$ cat config.mk
export PLATFORM = sky130hd
export DESIGN_NAME = dmi_jtag_dtm
export DESIGN_NICKNAME = d
export VERILOG_FILES = /design/src/rtl/dmi_jtag_dtm.sv
export SDC_FILE = /design/constraint.sdc
export NUM_CORES = 1
export LEC_CHECK = 0
export ABC_AREA = 1
export BUFFER_PORTS_ARGS = -buffer_cell sky130_fd_sc_hd__buf_2
export CAP_MARGIN = 10
export CORE_ASPECT_RATIO = 0.5
export CORE_MARGIN = 2
export CORE_UTILIZATION = 56
export DETAILED_ROUTE_END_ITERATION = 16
export GPL_TIMING_DRIVEN = 0
export PLACE_DENSITY = 0.78
export SLEW_MARGIN = 20
export SYNTH_ARGS = -nofsm -noshare
export SYNTH_HDL_FRONTEND = slang
export SYNTH_SLANG_ARGS = --single-unit
$ cat constraint.sdc
create_clock -name i_clk -period 2.48 [get_ports i_clk]
set_input_delay 0.496 -clock i_clk [delete_from_list [all_inputs] [get_ports i_clk]]
set_output_delay 0.496 -clock i_clk [all_outputs]
set_load 0.05 [all_outputs]
$ cat src/rtl/dmi_jtag_dtm.sv
// rtl/dmi_jtag_dtm.sv - JTAG debug transport module bridging a TAP to a RISC-V style DMI
//
// Ports:
//   i_clk, i_reset           system clock, synchronous active-high reset
//   i_tck, i_tms, i_tdi      JTAG pins, asynchronous, oversampled in i_clk
//   o_tdo, o_tdo_en          JTAG data out and its enable (high in Shift-IR/Shift-DR)
//   o_dmi_req_*              DMI request channel (valid/ready, address, data, op 1=read 2=write)
//   i_dmi_rsp_*, o_dmi_rsp_ready  DMI response channel (op 0=ok, 2=failed)
module dmi_jtag_dtm #(
    parameter logic [31:0] P_IDCODE = 32'h1000_0001,
    parameter int          P_ABITS  = 7
) (
    input  logic               i_clk,
    input  logic               i_reset,
    input  logic               i_tck,
    input  logic               i_tms,
    input  logic               i_tdi,
    output logic               o_tdo,
    output logic               o_tdo_en,
    output logic               o_dmi_req_valid,
    input  logic               i_dmi_req_ready,
    output logic [P_ABITS-1:0] o_dmi_req_address,
    output logic [31:0]        o_dmi_req_data,
    output logic [1:0]         o_dmi_req_op,
    input  logic               i_dmi_rsp_valid,
    output logic               o_dmi_rsp_ready,
    input  logic [31:0]        i_dmi_rsp_data,
    input  logic [1:0]         i_dmi_rsp_op
);

    localparam int         DMI_W       = P_ABITS + 34;
    localparam logic [4:0] IR_IDCODE   = 5'h01;
    localparam logic [4:0] IR_DTMCS    = 5'h10;
    localparam logic [4:0] IR_DMI      = 5'h11;
    localparam logic [5:0] ABITS_FIELD = 6'(P_ABITS);

    typedef enum logic [3:0] {
        TAP_TLR, TAP_RTI, TAP_SEL_DR, TAP_CAP_DR, TAP_SHIFT_DR, TAP_EXIT1_DR,
        TAP_PAUSE_DR, TAP_EXIT2_DR, TAP_UPD_DR, TAP_SEL_IR, TAP_CAP_IR,
        TAP_SHIFT_IR, TAP_EXIT1_IR, TAP_PAUSE_IR, TAP_EXIT2_IR, TAP_UPD_IR
    } tap_e;

    typedef enum logic [1:0] {
        ENG_IDLE, ENG_REQ, ENG_RSP
    } eng_e;

    logic [1:0]         tck_sync_q, tck_sync_d;
    logic [1:0]         tms_sync_q, tms_sync_d;
    logic [1:0]         tdi_sync_q, tdi_sync_d;
    logic               tck_prev_q, tck_prev_d;
    tap_e               tap_q, tap_d, tap_nxt;
    logic [4:0]         ir_q, ir_d;
    logic [4:0]         ir_shift_q, ir_shift_d;
    logic [DMI_W-1:0]   dr_q, dr_d;
    logic               tdo_q, tdo_d;
    eng_e               eng_q, eng_d;
    logic [1:0]         dmistat_q, dmistat_d;
    logic [P_ABITS-1:0] req_addr_q, req_addr_d;
    logic [31:0]        req_data_q, req_data_d;
    logic [1:0]         req_op_q, req_op_d;
    logic [31:0]        rsp_data_q, rsp_data_d;

    logic               tck_s, tms_s, tdi_s;
    logic               tck_rise, tck_fall;
    logic               busy, shifting;
    logic [P_ABITS-1:0] upd_addr;
    logic [31:0]        upd_data;
    logic [1:0]         upd_op;
    logic [31:0]        dtmcs_cap;

    assign tck_s     = tck_sync_q[1];
    assign tms_s     = tms_sync_q[1];
    assign tdi_s     = tdi_sync_q[1];
    assign tck_rise  = tck_s & ~tck_prev_q;
    assign tck_fall  = ~tck_s & tck_prev_q;
    assign busy      = (eng_q != ENG_IDLE);
    assign shifting  = (tap_q == TAP_SHIFT_DR) || (tap_q == TAP_SHIFT_IR);
    assign upd_addr  = dr_q[DMI_W-1:34];
    assign upd_data  = dr_q[33:2];
    assign upd_op    = dr_q[1:0];
    assign dtmcs_cap = {14'h0, 3'b000, 3'h1, dmistat_q, ABITS_FIELD, 4'h1};

    assign o_tdo             = tdo_q;
    assign o_tdo_en          = shifting;
    assign o_dmi_req_valid   = (eng_q == ENG_REQ);
    assign o_dmi_rsp_ready   = (eng_q == ENG_RSP);
    assign o_dmi_req_address = req_addr_q;
    assign o_dmi_req_data    = req_data_q;
    assign o_dmi_req_op      = req_op_q;

    always_comb begin
        tap_nxt = tap_q;
        case (tap_q)
            TAP_TLR:      tap_nxt = tms_s ? TAP_TLR      : TAP_RTI;
            TAP_RTI:      tap_nxt = tms_s ? TAP_SEL_DR   : TAP_RTI;
            TAP_SEL_DR:   tap_nxt = tms_s ? TAP_SEL_IR   : TAP_CAP_DR;
            TAP_CAP_DR:   tap_nxt = tms_s ? TAP_EXIT1_DR : TAP_SHIFT_DR;
            TAP_SHIFT_DR: tap_nxt = tms_s ? TAP_EXIT1_DR : TAP_SHIFT_DR;
            TAP_EXIT1_DR: tap_nxt = tms_s ? TAP_UPD_DR   : TAP_PAUSE_DR;
            TAP_PAUSE_DR: tap_nxt = tms_s ? TAP_EXIT2_DR : TAP_PAUSE_DR;
            TAP_EXIT2_DR: tap_nxt = tms_s ? TAP_UPD_DR   : TAP_SHIFT_DR;
            TAP_UPD_DR:   tap_nxt = tms_s ? TAP_SEL_DR   : TAP_RTI;
            TAP_SEL_IR:   tap_nxt = tms_s ? TAP_TLR      : TAP_CAP_IR;
            TAP_CAP_IR:   tap_nxt = tms_s ? TAP_EXIT1_IR : TAP_SHIFT_IR;
            TAP_SHIFT_IR: tap_nxt = tms_s ? TAP_EXIT1_IR : TAP_SHIFT_IR;
            TAP_EXIT1_IR: tap_nxt = tms_s ? TAP_UPD_IR   : TAP_PAUSE_IR;
            TAP_PAUSE_IR: tap_nxt = tms_s ? TAP_EXIT2_IR : TAP_PAUSE_IR;
            TAP_EXIT2_IR: tap_nxt = tms_s ? TAP_UPD_IR   : TAP_SHIFT_IR;
            TAP_UPD_IR:   tap_nxt = tms_s ? TAP_SEL_DR   : TAP_RTI;
            default:      tap_nxt = TAP_TLR;
        endcase
    end

    always_comb begin
        tck_sync_d = {tck_sync_q[0], i_tck};
        tms_sync_d = {tms_sync_q[0], i_tms};
        tdi_sync_d = {tdi_sync_q[0], i_tdi};
        tck_prev_d = tck_s;
        tap_d      = tck_rise ? tap_nxt : tap_q;
        ir_d       = ir_q;
        ir_shift_d = ir_shift_q;
        dr_d       = dr_q;
        tdo_d      = tdo_q;
        eng_d      = eng_q;
        dmistat_d  = dmistat_q;
        req_addr_d = req_addr_q;
        req_data_d = req_data_q;
        req_op_d   = req_op_q;
        rsp_data_d = rsp_data_q;

        // DMI engine handshakes; TAP-driven events below may override.
        // A response is only looked at once RSP is entered, so a stale
        // rsp_valid from the previous transaction cannot be consumed in REQ.
        case (eng_q)
            ENG_REQ: begin
                if (i_dmi_req_ready) eng_d = ENG_RSP;
            end
            ENG_RSP: begin
                if (i_dmi_rsp_valid) begin
                    rsp_data_d = i_dmi_rsp_data;
                    if (i_dmi_rsp_op == 2'd2 && dmistat_q == 2'd0) dmistat_d = 2'd2;
                    eng_d = ENG_IDLE;
                end
            end
            default: eng_d = eng_q;
        endcase

        if (tck_rise) begin
            case (tap_q)
                TAP_CAP_IR:   ir_shift_d = 5'b00001;
                TAP_SHIFT_IR: ir_shift_d = {tdi_s, ir_shift_q[4:1]};
                TAP_UPD_IR:   ir_d = ir_shift_q;
                TAP_CAP_DR: begin
                    case (ir_q)
                        IR_IDCODE: dr_d = {{(DMI_W-32){1'b0}}, P_IDCODE | 32'h1};
                        IR_DTMCS:  dr_d = {{(DMI_W-32){1'b0}}, dtmcs_cap};
                        IR_DMI: begin
                            dr_d = {req_addr_q, rsp_data_q, busy ? 2'd3 : dmistat_q};
                            // dmistat_d is checked so a same-cycle response error is kept
                            if (busy && dmistat_d == 2'd0) dmistat_d = 2'd3;
                        end
                        default:   dr_d = '0;
                    endcase
                end
                TAP_SHIFT_DR: begin
                    case (ir_q)
                        IR_IDCODE, IR_DTMCS: dr_d[31:0] = {tdi_s, dr_q[31:1]};
                        IR_DMI:              dr_d = {tdi_s, dr_q[DMI_W-1:1]};
                        default:             dr_d[0] = tdi_s;
                    endcase
                end
                TAP_UPD_DR: begin
                    if (ir_q == IR_DTMCS) begin
                        if (dr_q[17]) begin
                            dmistat_d = 2'd0;
                            eng_d     = ENG_IDLE;
                        end else if (dr_q[16]) begin
                            dmistat_d = 2'd0;
                        end
                    end else if (ir_q == IR_DMI) begin
                        if (busy) begin
                            if (dmistat_d == 2'd0) dmistat_d = 2'd3;
                        end else if (dmistat_q == 2'd0 && (upd_op == 2'd1 || upd_op == 2'd2)) begin
                            req_addr_d = upd_addr;
                            req_data_d = upd_data;
                            req_op_d   = upd_op;
                            eng_d      = ENG_REQ;
                        end
                    end
                end
                default: ;
            endcase
        end

        // Test-Logic-Reset only touches the TAP side, never the DMI engine.
        if (tap_q == TAP_TLR) ir_d = IR_IDCODE;

        if (!shifting) begin
            tdo_d = 1'b0;
        end else if (tck_fall) begin
            tdo_d = (tap_q == TAP_SHIFT_IR) ? ir_shift_q[0] : dr_q[0];
        end
    end

    always_ff @(posedge i_clk) begin
        if (i_reset) begin
            tck_sync_q <= '0;
            tms_sync_q <= '0;
            tdi_sync_q <= '0;
            tck_prev_q <= 1'b0;
            tap_q      <= TAP_TLR;
            ir_q       <= IR_IDCODE;
            ir_shift_q <= '0;
            dr_q       <= '0;
            tdo_q      <= 1'b0;
            eng_q      <= ENG_IDLE;
            dmistat_q  <= 2'd0;
            req_addr_q <= '0;
            req_data_q <= '0;
            req_op_q   <= 2'd0;
            rsp_data_q <= '0;
        end else begin
            tck_sync_q <= tck_sync_d;
            tms_sync_q <= tms_sync_d;
            tdi_sync_q <= tdi_sync_d;
            tck_prev_q <= tck_prev_d;
            tap_q      <= tap_d;
            ir_q       <= ir_d;
            ir_shift_q <= ir_shift_d;
            dr_q       <= dr_d;
            tdo_q      <= tdo_d;
            eng_q      <= eng_d;
            dmistat_q  <= dmistat_d;
            req_addr_q <= req_addr_d;
            req_data_q <= req_data_d;
            req_op_q   <= req_op_d;
            rsp_data_q <= rsp_data_d;
        end
    end

endmodule
==> out/results.ini, run 1 <==
[logic_synthesis]
yosys.area.top_type_share=0.4576
synth.distinct_cells=33
synthTopCellsByArea=dfxtp_1 (46%), nor2_1 (12%), nand2_1 (12%)
synth_seq_area_share=0.4576
syn_nets=912
ys_seq_elements=140
synthCells=868
syn_avg_cell_area_um2=7.056
synth_edf_count=0
yosys_warnings=0
synthFlopType=dfxtp_1
async_flop_share=0
mappedNetlistArea_mm2=0.006125
synth_top_area_cell=dfxtp_1

[detailed_routing]
wl_per_cell_um=14.04
drtAntennaViolNets=0
drc=0
drtIter0Drc=442
vias=5887
viasPerCell=5.252
dr.pass1.iters=5
wirelength_um=15740

[clock_network]
path_clk_slew_ns=0.06
cts_tree=yes
clockBufferDepth=2
numCtsBuffers=17
cts_root_buf=clkbuf_16
htree_num_levels=4
ctsHoldBuffers=0
clk_latency_ns=0.41
clock_sinks=140

[worst_setup_path]
critPathArrivalTime_ns=1.65
endpoint_kind=output pin
path_max_fanout=16
crit_path_start_kind=flip-flop
required_ns=1.98
critical_path_class=reg -> out

[layout]
drive_above_1_share=0.1733
layout_common_cells=nor2_1 (195), nand2_1 (193), dfxtp_1 (139), buf_2 (95), inv_1 (77)
nNetsFinal=1014
regArea_mm2=0.002804
area_growth_pct=19.31
instances_no_fill=1121
multi_input_area_mm2=0.002760
num_antenna_cells=0
fill_cells=897
layout_commonest_cell=nor2_1

[timing]
finalHoldViolCount=0
fmax_ghz=0.4652
fin_crit_sh=0.8668
maxSlewViolCount=0
clock_skew_ns=0.009288
max-slew-margin-rel=0.6255
setup_viol=0
tns_ns=0
grt_setup_unrepaired=false
max_slew.worst_pin.slew_ns=0.5617
period_needed_ns=2.150

[power]
cellLeakagePower_nw=3.243
ir_drop_mv=0.4608
powerDensity_mw_per_mm2=676.7

[run]
maxCapViolCount=0

[grt]
grt_max_degree=17
grt_pass1_vias=5475
grt_pass1_wl_um=25970
grt_overflow_total=0
antenna_found_initial=0
grtUsageTotal=0.2718

[placement]
routabilityCongestion=0.9518
dpl.cell_count=1092
io_buffers=84
dpl.hpwl_um=11200

[outcome]
status=completed

[die]
dieArea_mm2=0.01184
core-area_mm2=0.01041
start_util=0.5883
die_w_um=151.9
ios=86
num_rows=26
dieHeight_um=77.95

[min_path]
min_path_type=in -> reg

[cell type report]
cell class	instances	share of cell area
Buffer	45	0.03271
Clock buffer	19	0.06062
Clock inverter	11	0.02003
Inverter	83	0.04366
Multi-Input combinational cell	599	0.3777
Sequential cell	140	0.3837
Tap cell	140	0.02397
Timing Repair Buffer	84	0.05753
[metrics by stage]
stage	power, mW	util	area (µm²)	setup WS (ns)	hold WS [ns]
finish	4.945	0.7019	7307	0.3303	0.2838
detailed placement	2.440	0.6456	6720	0.3126	0.3929
global placement	2.439	0.6456	6720	0.3567	0.3893
floorplan	2.380	-	6125	0.6567	0.3883
CTS	4.958	0.7022	7310	0.007812	0.2805
global route	5.073	0.7019	7307	0.2184	0.2973
[logic make-up (layout without fill, tap and decap cells)]
group                      Yosys count  in the layout  synth area share
AOI/OAI and AO/OA                  168            168            0.1634
adders and majority gates            3              3          0.006129
buffers and inverters              129            242           0.09172
DFF                                140            140            0.4576
and+or+nand+nor                    428            428            0.2811
[final timing paths]
| kind | end | slack [ns] | cells after the start | startpoint |
|---|---|---|---|---|
| max | o_tdo_en | 0.33 | 5 | tap_q[0] |
| min | tdi_sync_q[0] | 0.28 | 3 | i_tdi |
| max reg2reg | dr_q[40] | 0.48 | 8 | tap_q[0] |
| min reg2reg | tck_sync_q[1] | 0.40 | 2 | tck_sync_q[0] |
[power by group]
part           internal (mW)  switching (mW)  total, mW
Clock                   1.59           0.958       2.55
Combinational         0.0478          0.0859      0.134
Sequential              2.26         0.00410       2.26
Total                   3.90            1.05       4.94
[cells in the mapped netlist (4+ instances only)]
master and count:
inv_2 4, buf_4 9, buf_2 11, nor2_4 4
buf_1 4, nand2_1 193, a22oi_1 31, a21oi_1 39
dfxtp_1 140, clkbuf_1 19, inv_1 77, o21ai_1 4
nor2_1 195, o211ai_1 6, nand4_1 6, nand3_1 17
a21oi_2 14, o21ai_0 67
[per-layer routing]
| layer | global-route usage | up-vias | part of all wire |
|---|---|---|---|
| met3 | 0.05196 | 24 | 0.079 |
| li1 | - | 2967 | - |
| met5 | 0 | - | 0 |
| met4 | 0.08692 | 0 | 0.013 |
| met1 | 0.3684 | 2676 | 0.46 |
| met2 | 0.4423 | 220 | 0.45 |
[flip-flops by register name (all words and copies together) (netlist names)]
name               flops
dr_q                  41
o_dmi_req_data        32
rsp_data_q            32
o_dmi_req_address      7
ir_q                   5
ir_shift_q             5
tap_q                  4
dmistat_q              2
eng_q                  2
o_dmi_req_op           2
tck_sync_q             2
tdi_sync_q             2
tms_sync_q             2
o_tdo                  1
tck_prev_q             1
[critical path, cell delays in order (launching register included)]
cell and delay, ns:
dfxtp_1 0.29, buf_2 0.17, nor2_4 0.19, nand2_4 0.16, nand2_1 0.15, buf_2 0.27
[what timing repair did]
item                       CTS  global route
setup endpoints to repair    0             1
resized for setup            0             1
buffers inserted             0             0
hold endpoints to repair     0             0
No activity file was read; power rests on OpenSTA's default activity.
==> run 2, diff against run 1 <==
--- a/config.mk
+++ b/config.mk
@@ -11,8 +11,8 @@
 export CORE_ASPECT_RATIO = 0.5
 export CORE_MARGIN = 2
 export CORE_UTILIZATION = 56
+export CTS_BUF_LIST = sky130_fd_sc_hd__clkbuf_2
 export DETAILED_ROUTE_END_ITERATION = 16
-export GPL_TIMING_DRIVEN = 0
 export PLACE_DENSITY = 0.78
 export SLEW_MARGIN = 20
 export SYNTH_ARGS = -nofsm -noshare
==> out/results.ini, run 2 (synthesis results as in run 1) <==
[worst_setup_path]
slowest_stage=dfxtp_4
endpoint_kind=output pin
max_stage_delay_ns=0.44
required_ns=1.98
crit_chain=inv_2, nor2_2, nand2_4, nand2_1, buf_4
reg2reg_depth=7
crit_path_start_kind=flip-flop
critPathArrivalTime_ns=1.89
path_max_fanout=16
critical_path_class=reg -> out

[placement]
io_buffers=85
dpl.cell_count=1060
place_ws_ns=0.5308
dpl.hpwl_um=9654
routabilityCongestion=0.8762

[timing]
period_needed_ns=2.385
maxSlewViolCount=0
grt_setup_unrepaired=false
fmax_ghz=0.4194
fin_crit_sh=0.9615
max_slew.worst_pin.slew_ns=0.4660
setup_slack_ns=0.09541
tns_ns=0
max-slew-margin-rel=0.6893
setup_viol=0
finalHoldViolCount=0
clock_skew_ns=0.03483

[die]
ios=86
dieHeight_um=77.95
die_w_um=151.9
num_rows=26
dieArea_mm2=0.01184
core-area_mm2=0.01041
start_util=0.5883

[layout]
nNetsFinal=998
num_antenna_cells=0
instances_no_fill=1107
top_register=dr_q
drive_above_1_share=0.1737
layout_common_cells=nor2_1 (194), nand2_1 (193), dfxtp_1 (137), buf_2 (84), inv_1 (76)
layout_commonest_cell=nor2_1
largest_reg_flops=41
area_growth_pct=15.02
fill_cells=963

[power]
powerDensity_mw_per_mm2=555.0
cellLeakagePower_nw=3.101
power_mw=3.910
ir_drop_mv=0.2436

[grt]
grtUsageTotal=0.2496
grt_pass1_wl_um=24190
antenna_found_initial=0
grt_pass1_vias=5231
grt_max_degree=91
grt_overflow_total=0

[clock_network]
clockBufferDepth=2
htree_num_levels=4
post_cts_buffers=0
clock_sinks=140
clk_latency_ns=0.73
numCtsBuffers=17
path_clk_slew_ns=0.21
cts_tree=yes
cts_root_buf=clkbuf_2

[detailed_routing]
wirelength_um=14560
vias=5721
viasPerCell=5.168
drc=0
dr.pass1.iters=5
drtIter0Drc=390
drtAntennaViolNets=0
wl_per_cell_um=13.15

[min_path]
min_path_cells=3
min_path_type=in -> reg

[run]
maxCapViolCount=0

[outcome]
status=completed

-- run 2: cell types whose count changed in the layout (fill, tap and decap cells not counted), sizes merged --
cell | before | now
clkbuf | 37 | 17
clkinv | 7 | 5
buf | 111 | 98
dlygate4sd3 | 0 | 15
inv | 82 | 87
clkinvlp | 2 | 3
-- run 2: critical path, delay by kind of cell, from the launching register on --
kind	cells	cell delay, ns
flops	1	0.44
simple gates	3	0.50
buf+inv	2	0.25
-- run 2: final timing paths --
path	start	to	slack, ns
worst max-delay path	tap_q[2]	o_tdo_en	0.1
worst min-delay path	i_dmi_rsp_data[26]	rsp_data_q[26]	0.03
worst max register to register	ir_q[2]	dr_q[26]	0.62
worst min register to register	tdi_sync_q[0]	tdi_sync_q[1]	0.42
-- run 2: what timing repair did --
action / 4_1_cts / 5_1_grt
endpoints found under the setup margin: 1 / 1
pin swaps: 0 / 1
gates resized for setup: 2 / 3
hold endpoints to repair: 15 / 0
hold buffers: 15 / 0
-- run 2: per-stage QoR --
| step | utilization | hold WS, ns | instance area, µm² |
|---|---|---|---|
| finish | 0.6767 | 0.03221 | 7044 |
| global route | 0.6767 | 0.008220 | 7044 |
| CTS | 0.6762 | 0.0007813 | 7039 |
| detailed placement | 0.6352 | 0.3961 | 6613 |
| global placement | 0.6352 | 0.3901 | 6613 |
| floorplan | - | 0.3883 | 6125 |
-- run 2: layout make-up --
| class | instances | area [µm²] | area share |
|---|---|---|---|
| repair buffers | 113 | 700.7 | 0.09947 |
| inverters | 83 | 319.1 | 0.04529 |
| flip-flops and latches | 140 | 2809 | 0.3988 |
| multi-input cells | 599 | 2768 | 0.3929 |
| clock buffers | 17 | 85.08 | 0.01208 |
| well taps | 140 | 175.2 | 0.02487 |
| clock inverters | 15 | 187.7 | 0.02664 |
-- run 2: per-layer routing --
| metal | vias up | track usage | part of all wire |
|---|---|---|---|
| met2 | 155 | 0.4063 | 0.46 |
| met3 | 22 | 0.05810 | 0.064 |
| met4 | 0 | 0.08037 | 0.013 |
| met1 | 2623 | 0.3314 | 0.47 |
| li1 | 2921 | - | - |
| met5 | - | 0 | 0 |
-- run 2: power breakdown --
group          internal [mW]  switching, mW  total [mW]  leakage (nW)
Clock                  0.581          0.924        1.50         0.152
Sequential              2.26        0.00577        2.27          1.13
Combinational         0.0626         0.0767       0.139          1.82
==> run 3, diff against run 2 <==
--- a/config.mk
+++ b/config.mk
@@ -5,7 +5,7 @@
 export SDC_FILE = /design/constraint.sdc
 export NUM_CORES = 1
 export LEC_CHECK = 0
-export ABC_AREA = 1
+export ABC_AREA = 0
 export BUFFER_PORTS_ARGS = -buffer_cell sky130_fd_sc_hd__buf_2
 export CAP_MARGIN = 10
 export CORE_ASPECT_RATIO = 0.5
==> out/results.ini, run 3 <==
[outcome]
status=completed

[detailed_routing]
vias=5992
dr.pass1.iters=5
wl_per_cell_um=16.64
topRoutingLayerUsed=met4
wirelength_um=16480
dr_wl_met3_um=1253
drc=0
drtAntennaViolNets=0
drtIter0Drc=416
wl_met2_um=7482
met1_length_um=7541
viasPerCell=6.053

[placement]
dpl.hpwl_um=10320
place_area_mm2=0.006684
dpl.cell_count=932
io_buffers=85
routabilityCongestion=0.8386

[worst_setup_path]
path_max_fanout=13
critical_path_class=reg -> out
critPathArrivalTime_ns=1.88
endpoint_kind=output pin
reg2reg_depth=7
crit_path_start_kind=flip-flop
required_ns=1.98
r2r_slack_ns=0.16
worstReg2RegEnd=eng_q[0]
r2r_start=tap_q[0]

[timing]
fmax_ghz=0.4210
finalHoldViolCount=0
clock_skew_ns=0.04077
setup_viol=0
maxSlewViolCount=0
max_slew.worst_pin.slew_ns=0.7241
max-slew-margin-rel=0.5173
fin_crit_sh=0.9578
period_needed_ns=2.375
hold_slack_ns=0.02520

[power]
power_mw=3.707
cellLeakagePower_nw=2.513
ir_drop_mv=0.2723
powerDensity_mw_per_mm2=515.8

[logic_synthesis]
yosys.area_share.adder=0.006180
synthTopCellsByArea=dfxtp_1 (46%), a21oi_1 (10%), nand2_1 (6.1%)
synth_seq_area_share=0.4615
synth_top_family_by_area=compound AO/OA/AOI/OAI gates
synth_compound_area_frac=0.2437
yosys-top-cells-count=dfxtp_1 (140), a21oi_1 (123), nand2_1 (99), nand3_1 (74), clkbuf_1 (61)
synth.distinct_cells=53
yosys_warnings=0
async_flop_share=0
synthCells=754
yosys.area_share.simple=0.2120
synth_top_area_cell=dfxtp_1
syn_avg_cell_area_um2=8.055
syn_nets=798
yosys.area.top_type_share=0.4615
muxShareOfSynthArea=0.01483
synthFlopType=dfxtp_1
mappedNetlistArea_mm2=0.006073
ys_seq_elements=140
synth_edf_count=0
yosysMostFrequentCell=dfxtp_1
synth-xor-area-share=0.002884

[clock_network]
clk_latency_ns=0.68
numCtsBuffers=17
cts_root_buf=clkbuf_2
clock_sinks=140
cts_tree=yes
htree_num_levels=4
path_clk_slew_ns=0.21
clockBufferDepth=2

[die]
start_util=0.5852
core-area_mm2=0.01038
num_rows=26
dieHeight_um=77.64
dieArea_mm2=0.01175
ios=86
die_w_um=151.3

[layout]
instances_no_fill=990
num_antenna_cells=0
area_growth_pct=18.34
largest_reg_flops=41
layout_common_cells=dfxtp_1 (137), a21oi_1 (123), nand2_1 (99), buf_2 (83), nand3_1 (74)
fin_area_mm2=0.007187
layout_commonest_cell=dfxtp_1
drive_above_1_share=0.1929
top_register=dr_q
nNetsFinal=881

[grt]
antenna_found_initial=0
grtUsageTotal=0.2818
grt_overflow_total=0
grt_pass1_vias=5280
grt_max_degree=69
grt_pass1_wl_um=26550

[min_path]
min_path_cells=3
min_to=rsp_data_q[9]
hp-start=i_dmi_rsp_data[9]
min_path_type=in -> reg

[run]
maxCapViolCount=0

==> run 3: logic make-up (layout without fill, tap and decap cells) <==
family	Yosys count	after routing
and+or+nand+nor	261	261
AOI/OAI and AO/OA	248	248
DFF	140	140
buffers and inverters	91	187
muxes	9	9
adders and majority gates	3	3
xor gates and xnor gates	2	2
==> run 3: worst max-delay path by stage <==
stage	startpoint	end	slack [ns]
6_report	tap_q[0]	o_tdo_en	0.10
5_1_grt	tap_q[1]	o_tdo_en	-0.03
4_1_cts	tap_q[2]	o_tdo_en	0.02
3_5_place_dp	ir_q[1]	eng_q[0]	0.33
3_3_place_gp	ir_q[1]	eng_q[0]	0.35
2_1_floorplan	ir_q[4]	dmistat_q[0]	0.38
==> run 3: final cells by class <==
type	instances	area, µm²
clock buffers	18	90.09
flip-flops and latches	140	2811
well taps	140	175.2
multi-input cells	523	2948
repair buffers	139	969.7
clock inverters	14	132.6
inverters	16	60.06
fillers	850	3191
==> run 3: timing repair <==
item,in CTS,in global routing
buffers inserted,0,4
hold endpoints to repair,19,3
hold buffers,19,3
resized for setup,3,5
endpoints found under the setup margin,1,1
==> run 3: metrics by stage <==
step / utilization / TNS [ns] / setup WS (ns)
finish: 0.6925 / 0 / 0.1048
global route: 0.6925 / -0.02516 / -0.02516
CTS: 0.6844 / 0 / 0.01866
detailed placement: 0.6441 / 0 / 0.3278
global placement: 0.6441 / 0 / 0.3496
floorplan: - / 0 / 0.3785
==> run 3: critical path, stage by stage, from the launching register on <==
cell and delay (ns):
dfxtp_4 0.40, buf_4 0.19, nor4b_4 0.29, nor2_1 0.11, inv_1 0.08, buf_6 0.15
==> run 3: report_power, final <==
part	switching (mW)	leakage, nW	internal [mW]
Clock	0.907	0.144	0.391
Combinational	0.0744	1.24	0.0691
Sequential	0.00601	1.13	2.26
==> run 3: metal layers <==
metal  up-vias  GRT usage
met2       257     0.4226
met4         0    0.09252
met1      2832     0.4028
met5         -          0
li1       2874          -
met3        29    0.06235
